**src/rtl/sram_loader_4096x32.sv**
```systemverilog
// Writer end of the 4096x32 single-port SRAM wrapper.
// Takes a valid/ready word stream and writes it to consecutive addresses
// from BASE_ADDR, with wrap at the top of the array. It can then read the
// region back and compare an additive checksum. All SRAM-facing outputs and
// the done pulse are registered: the combinational process computes their
// next value, and the state register process loads it.
module sram_loader_4096x32 #(
    parameter int AW        = 12,
    parameter int DW        = 32,
    parameter int DEPTH     = 4096,
    parameter int BASE_ADDR = 0
) (
    input  logic          clk,
    input  logic          rst,
    input  logic          start,
    input  logic [AW:0]   len,
    input  logic          verify_en,
    input  logic          s_valid,
    input  logic [DW-1:0] s_data,
    output logic          s_ready,
    output logic          mem_ce,
    output logic          mem_we,
    output logic [AW-1:0] mem_addr,
    output logic [DW-1:0] mem_din,
    input  logic [DW-1:0] mem_dout,
    output logic          busy,
    output logic          done,
    output logic          err,
    output logic [DW-1:0] checksum
);

    // DEPTH is expected to be 2**AW; it is only used for the length limit.
    localparam logic [AW:0]   DEPTH_W = (AW+1)'(DEPTH);
    localparam logic [AW-1:0] BASE    = AW'(BASE_ADDR);

    typedef enum logic [2:0] {
        IDLE,
        WRITE,
        WFIN,
        READ,
        RFIN,
        DONE
    } state_t;

    // Checksums wrap modulo 2**DW by construction.
    function automatic logic [DW-1:0] wrap_add(input logic [DW-1:0] a,
                                               input logic [DW-1:0] b);
        return a + b;
    endfunction

    state_t        state, state_n;
    logic [AW:0]   len_q, len_n;
    logic          verify_q, verify_n;
    logic [AW:0]   cnt, cnt_n;
    logic [AW:0]   rd_cnt, rd_cnt_n;
    logic [DW-1:0] wsum, wsum_n;
    logic [DW-1:0] rsum, rsum_n;
    logic          rd_vld_p1;
    logic          ce_n, we_n;
    logic [AW-1:0] addr_n;
    logic [DW-1:0] din_n;
    logic          done_n, err_n;
    logic [DW-1:0] chk_n;

    assign s_ready = (state == WRITE);
    assign busy    = (state != IDLE);

    // Next state, next registered outputs and next counter/sum values.
    always_comb begin
        state_n  = state;
        len_n    = len_q;
        verify_n = verify_q;
        cnt_n    = cnt;
        rd_cnt_n = rd_cnt;
        wsum_n   = wsum;
        rsum_n   = rd_vld_p1 ? wrap_add(rsum, mem_dout) : rsum;
        ce_n     = 1'b0;
        we_n     = 1'b0;
        addr_n   = mem_addr;
        din_n    = mem_din;
        err_n    = err;
        chk_n    = checksum;
        done_n   = 1'b0;

        case (state)
            IDLE: begin
                if (start) begin
                    err_n = 1'b0;
                    chk_n = '0;
                    if (len == '0) begin
                        state_n = DONE;
                    end else if (len > DEPTH_W) begin
                        state_n = DONE;
                        err_n   = 1'b1;
                    end else begin
                        state_n  = WRITE;
                        len_n    = len;
                        verify_n = verify_en;
                        cnt_n    = '0;
                        rd_cnt_n = '0;
                        wsum_n   = '0;
                        rsum_n   = '0;
                    end
                end
            end
            WRITE: begin
                if (s_valid) begin
                    ce_n   = 1'b1;
                    we_n   = 1'b1;
                    addr_n = BASE + cnt[AW-1:0];
                    din_n  = s_data;
                    cnt_n  = cnt + 1'b1;
                    wsum_n = wrap_add(wsum, s_data);
                    if (cnt == len_q - 1'b1) begin
                        state_n = WFIN;
                    end
                end
            end
            WFIN: begin
                // The first read is issued here so reads run back to back
                // from the first READ cycle.
                if (verify_q) begin
                    state_n  = READ;
                    ce_n     = 1'b1;
                    addr_n   = BASE;
                    rd_cnt_n = (AW+1)'(1);
                end else begin
                    state_n = DONE;
                end
            end
            READ: begin
                // rd_cnt counts reads already issued; once it reaches len the
                // last read is on the bus this cycle.
                if (rd_cnt == len_q) begin
                    state_n = RFIN;
                end else begin
                    ce_n     = 1'b1;
                    addr_n   = BASE + rd_cnt[AW-1:0];
                    rd_cnt_n = rd_cnt + 1'b1;
                end
            end
            RFIN: begin
                // The last read word arrives this cycle and is folded into
                // rsum_n, which feeds the comparison below.
                state_n = DONE;
            end
            DONE: begin
                state_n = IDLE;
            end
            default: begin
                state_n = IDLE;
            end
        endcase

        if ((state != IDLE) && (state != DONE) && (state_n == DONE)) begin
            chk_n = wsum_n;
            err_n = verify_q && (rsum_n != wsum_n);
        end

        done_n = (state_n == DONE);
    end

    // State, counters, sums and registered outputs.
    always_ff @(posedge clk) begin
        if (rst) begin
            state     <= IDLE;
            len_q     <= '0;
            verify_q  <= 1'b0;
            cnt       <= '0;
            rd_cnt    <= '0;
            wsum      <= '0;
            rsum      <= '0;
            rd_vld_p1 <= 1'b0;
            mem_ce    <= 1'b0;
            mem_we    <= 1'b0;
            mem_addr  <= '0;
            mem_din   <= '0;
            done      <= 1'b0;
            err       <= 1'b0;
            checksum  <= '0;
        end else begin
            state     <= state_n;
            len_q     <= len_n;
            verify_q  <= verify_n;
            cnt       <= cnt_n;
            rd_cnt    <= rd_cnt_n;
            wsum      <= wsum_n;
            rsum      <= rsum_n;
            // --- read data stage: mem_dout belongs to the read presented
            // one cycle earlier ---
            rd_vld_p1 <= mem_ce && !mem_we;
            mem_ce    <= ce_n;
            mem_we    <= we_n;
            mem_addr  <= addr_n;
            mem_din   <= din_n;
            done      <= done_n;
            err       <= err_n;
            checksum  <= chk_n;
        end
    end

endmodule

```
**config.mk**
```make
export PLATFORM = sky130hd
export DESIGN_NAME = sram_loader_4096x32
export DESIGN_NICKNAME = d
export VERILOG_FILES = /design/src/rtl/sram_loader_4096x32.sv
export SDC_FILE = /design/constraint.sdc
export NUM_CORES = 1
export LEC_CHECK = 0
export CORE_ASPECT_RATIO = 0.9
export CORE_UTILIZATION = 30
export CTS_BUF_LIST = sky130_fd_sc_hd__clkbuf_2
export CTS_CLUSTER_SIZE = 16
export DETAILED_ROUTE_END_ITERATION = 10
export PLACE_DENSITY = 0.54
export SETUP_SLACK_MARGIN = 0.3
export SLEW_MARGIN = 20
export SYNTH_ARGS = -nofsm -noshare
export SYNTH_HDL_FRONTEND = slang
export SYNTH_SLANG_ARGS = --single-unit
```
**constraint.sdc**
```tcl
create_clock -name clk -period 5.8 [get_ports clk]
set_clock_uncertainty 0.15 [all_clocks]
set_input_delay 1.16 -clock clk [delete_from_list [all_inputs] [get_ports clk]]
set_output_delay 1.16 -clock clk [all_outputs]
set_load 0.05 [all_outputs]
```
# Word level (Yosys, flattened, before mapping)

Cells that the tools add are included.

Bits of input ports: 82
Output and inout port bits: 82
Register bits after elaboration: 188
Logic and storage cells: 101

Reduce and logical (&&, ||, !) cells: 20
Equality and inequality tests: 15
$add $sub $neg: 5
Magnitude comparators: 1
Muxes and demuxes: 42
Bitwise logic cells: 3

Operator list:

| operator                                               | count |
|---|---|
| two-way mux 32 bit                                     | 12 |
| two-way mux 13 bit                                     | 6 |
| adder 32 bit                                           | 2 |
| case mux 32 bit (2 select lines)                       | 1 |
| case mux 13 bit (3 select lines)                       | 1 |
| two-way mux 12 bit                                     | 3 |
| case mux 12 bit (3 select lines)                       | 1 |
| != test 32 bit                                         | 1 |
| adder 13 x 1 -> 13 bit (second input constant)         | 2 |
| == test 13 bit                                         | 2 |
| case mux 13 bit (2 select lines)                       | 1 |
| two-way mux 3 bit                                      | 7 |
| case mux 3 bit (5 select lines)                        | 1 |
| greater-than comparator 13 bit (second input constant) | 1 |
| logical NOT 13 bit                                     | 1 |
| subtractor 13 x 1 -> 13 bit (second input constant)    | 1 |
| != test 2 bit (second input constant)                  | 6 |
| nonzero test 3 bit                                     | 3 |
| two-way mux 1 bit                                      | 8 |
| AND reduction 4 bit                                    | 2 |
| == test 3 x 2 -> 1 bit (second input constant)         | 2 |
| == test 3 bit (second input constant)                  | 2 |
| AND reduction 6 bit                                    | 1 |
| nonzero test 2 bit                                     | 3 |
| 10 further kinds                                       | 16 |

# Depth between registers and ports, before layout

Depth in word-level cells: 9
Mapped depth: 17
Mapped depth without buffers: 15

# Worst setup path after synthesis

No wires, ideal clock.

Path kind: input port to flip-flop
Start: in s_data[0]
End: reg err
Slack: 955 ps
Arrival time: 4,566 ps
Path buffers: 0
Stages on the path: 15
Data required time: 5,521 ps
Setup time: 129 ps
Path through: ha_1 > inv_1 > fa_1 > and2b_1 > o2111ai_1 > a31oi_1 > o21a_1 > nand2_1 > o311ai_0 > xnor2_1 > a2111oi_2 > nand4_1 > or4_1 > nor4_1 > a31oi_1

Cells in the longest elaborated chain, start to end: 6

RTL lines:

| item                             | RTL line | source |
|---|---|---|
| start: declaration               | 19       | `input logic [DW-1:0] s_data,` |
| adder 32 bit                     | 48       | `return a + b;` |
| two-way mux 32 bit               | 107      | `if (s_valid) begin` |
| case mux 32 bit (2 select lines) | 85       | `case (state)` |
| != test 32 bit                   | 157      | `err_n = verify_q && (rsum_n != wsum_n);` |
| logical AND 1 bit                | 157      |  |
| two-way mux 1 bit                | 155      | `if ((state != IDLE) && (state != DONE) && (state_n == DONE)) begin` |
| end signal: assignment           | 197      | `err <= err_n;` |
| end: declaration                 | 28       | `output logic err,` |

No other way between the ends.
A chain may end at the register's enable or synchronous reset.

# Worst setup path in the final report

Same ends and word-level chain as after synthesis.

==> summary.md <==
| Metric | Value |
|---|---|
| CTS hold repair buffers | 0 |
| Synth cell types | 75 |
| Initial core utilization | 0.307 |
| Cell leakage power | 0.00527 uW |
| Largest net degree at the start of global routing | 64 |
| Unrepaired setup endpoints after global routing | no |
| Die Wd | 209 um |
| Cell taking the most area after synthesis | dfxtp_1 |
| CP Max Fanout | 5 |
| Vias per cell | 5.25 |
| TritonRoute pass-1 iters | 6 |
| H-tree depth | 4 |
| GRT Total Usage | 0.189 |
| Antenna viol nets, final | 0 |
| Hold Violations, Final | 0 |
| Worst skew pair latency | 0.88 ns |
| Drt drc | 0 |
| Post-Syn Area per Cell | 7.79 um^2 |
| Post-Route WL | 37.2 mm |
| Dpl ws | 0.0750 ns |
| Top-count cell post-synth | nand2_1 |
| Worst hold-check path type | flip-flop to flip-flop |
| Final HPWL DP | 28.8 mm |
| CTS root buf | clkbuf_2 |
| Commonest cells in the netlist | 212 x nand2_1, 188 x dfxtp_1, 147 x a21oi_1, 147 x nor2_1, 82 x o21ai_0 |
| Synth top area cells | dfxtp_1 33%, ha_1 7.1%, nand2_1 6.9%, a21oi_1 6.4%, nor2_1 4.8% |
| Cell Area, Synth | 11500 um^2 |
| Cells after synthesis | 1479 |
| Core Rows | 67 |
| Setup TNS | 0 ns |
| Number of DRC markers in iteration 0 | 887 |
| Post-synth top area share | 0.327 |
| Crit Path Category | input port to flip-flop |
| Minimum clock period | 4.83 ns |
| Gr ovfl total | 0 |
| Number of max-cap violations | 0 |
| Reg2Reg Setup Slack | 1.32 ns |
| F_max | 0.207 GHz |
| Syn_nets | 1628 |
| CP arrival | 5.45 ns |
| CTS clock-pin slew for the worst setup and hold paths | 0.33 ns |
| EDFF count, synth | 0 |
| Sequential element share of the synthesized area | 0.327 |
| Area Growth Syn to Fin | 20.9% |
| Setup crit end kind | flip-flop |
| Dominant synthesized flop cell | dfxtp_1 |
| DR WL/cell | 17.7 um |
| Peak supply drop | 0.127 mV |
| I/O pin cnt | 164 |
| Vias in the first global route | 10300 |
| PD cells | 204 nW/um^2 |
| Die H | 188 um |
| Final worst setup slack | 0.971 ns |
| Worst slew pin tran | 0.788 ns |
| Placed Cells | 2068 |
| #FFs+latches synth | 188 |
| Share of layout cells above drive strength 1 | 0.0532 |
| Vias | 11000 |
| Post-Layout Cell Count | 2101 |
| CTS Buf Count | 17 |
| Antenna violations before repair | 1 |
| Startpoint types | input port |
| Die area | 39200 um^2 |
| Status | finished, final reports clean |
| Fin. max-slew vios | 0 |
| Global-route wire length before repair | 58.7 mm |
| Port bufs | 163 |
| Clock Tree Buf Depth | 2 |
| Fin nets | 1753 |
| CTS tree | built |
| Clock sinks | 188 |
| Synth Warn # | 0 |
| Tcrit/Tclk final | 0.833 |
| Area of the core | 37600 um^2 |
| Final setup vio count | 0 |
| Post-CTS Setup Inserts | 0 |
| Resized cells post-CTS | 0 |
| Gpl congestion | 0.869 |
| Slew HR | 0.470 |
| Worst EP required | 6.42 ns |
| Share of flip-flops with an asynchronous set or reset | 0 |
[path summary, 6_finish.rpt]
path,from,end,cells past startpoint
setup reg to reg,rsum[0],err,14
hold / removal,mem_we,rd_vld_p1,1
hold reg to reg,mem_we,rd_vld_p1,1
setup / recovery,s_data[0],err,17
[power breakdown]
| group | internal (uW) | switching, uW | total, uW |
|---|---|---|---|
| combinational | 282 | 443 | 725 |
| clock | 187 | 561 | 748 |
| sequential | 1340 | 32.4 | 1370 |
[final cells by class]
class | count | area, um^2
fill | 3927 | 23600
tap | 483 | 604
multi-input combinational | 1180 | 7330
timing repair buffer | 193 | 1880
clock buffer | 17 | 85.1
clock inverter | 15 | 179
antenna | 1 | 2.50
sequential | 188 | 3760
inverter | 24 | 90.1
[flip-flops by register name (all words and copies together) (netlist names), 3 cells and up]
register and flops:
checksum 32, mem_din 32, rsum 32, wsum 32
cnt 13, len_q 13, rd_cnt 13, mem_addr 12
state 3
[per-layer routing]
layer / share of wire / GRT usage
met5: 0 / 0
met1: 0.52 / 0.284
met2: 0.42 / 0.284
met3: 0.047 / 0.0263
met4: 0.011 / 0.0402
[cell families after synthesis]
logic type | share of synthesized area
and+or+nand+nor | 0.235
AOI/OAI and AO/OA | 0.218
DFF | 0.327
xor gates and xnor gates | 0.0867
buffers and inverters | 0.0392
adders and majority gates | 0.0741
muxes | 0.0201
[critical path, stage by stage]
cell	delay, ns
clkdlybuf4s50_1	0.50
ha_1	0.21
inv_1	0.07
fa_1	0.38
and2b_1	0.24
o2111ai_1	0.14
a31oi_1	0.38
o21a_1	0.27
nand2_1	0.09
o311ai_0	0.34
buf_4	0.20
xnor2_1	0.08
a2111oi_2	0.34
nand4_1	0.14
or4_1	0.50
nor4_1	0.29
a31oi_1	0.13
[layout by cell type, fill, tap and decap left out, types with 15 or more instances in the layout]
| master | netlist | layout |
|---|---|---|
| xor2_1 | 54 | 54 |
| xnor2_1 | 60 | 60 |
| clkdlybuf4s50_1 | 0 | 162 |
| nand3_1 | 33 | 32 |
| a211oi_1 | 27 | 27 |
| nor2b_1 | 15 | 15 |
| and3_1 | 35 | 34 |
| nand4_1 | 28 | 28 |
| inv_1 | 24 | 24 |
| nand2_1 | 212 | 212 |
| nor3_1 | 24 | 24 |
| o21ai_0 | 82 | 82 |
| ha_1 | 65 | 65 |
| nor2_1 | 147 | 147 |
| a31oi_1 | 18 | 18 |
| buf_4 | 0 | 29 |
| mux2i_1 | 22 | 22 |
| a21oi_1 | 147 | 147 |
| clkbuf_2 | 0 | 17 |
| dfxtp_1 | 188 | 188 |
| a21o_1 | 21 | 21 |
[through the flow]
stage	util	power, uW	cell area [um^2]	hold WS (ns)
floorplan	-	1860	11500	0.310
global placement	0.364	2110	13700	0.262
detailed placement	0.364	2120	13700	0.284
CTS	0.371	2880	13900	0.271
global route	0.371	3000	13900	0.295
finish	0.371	2850	13900	0.257
No activity file was read; power rests on OpenSTA's default activity.
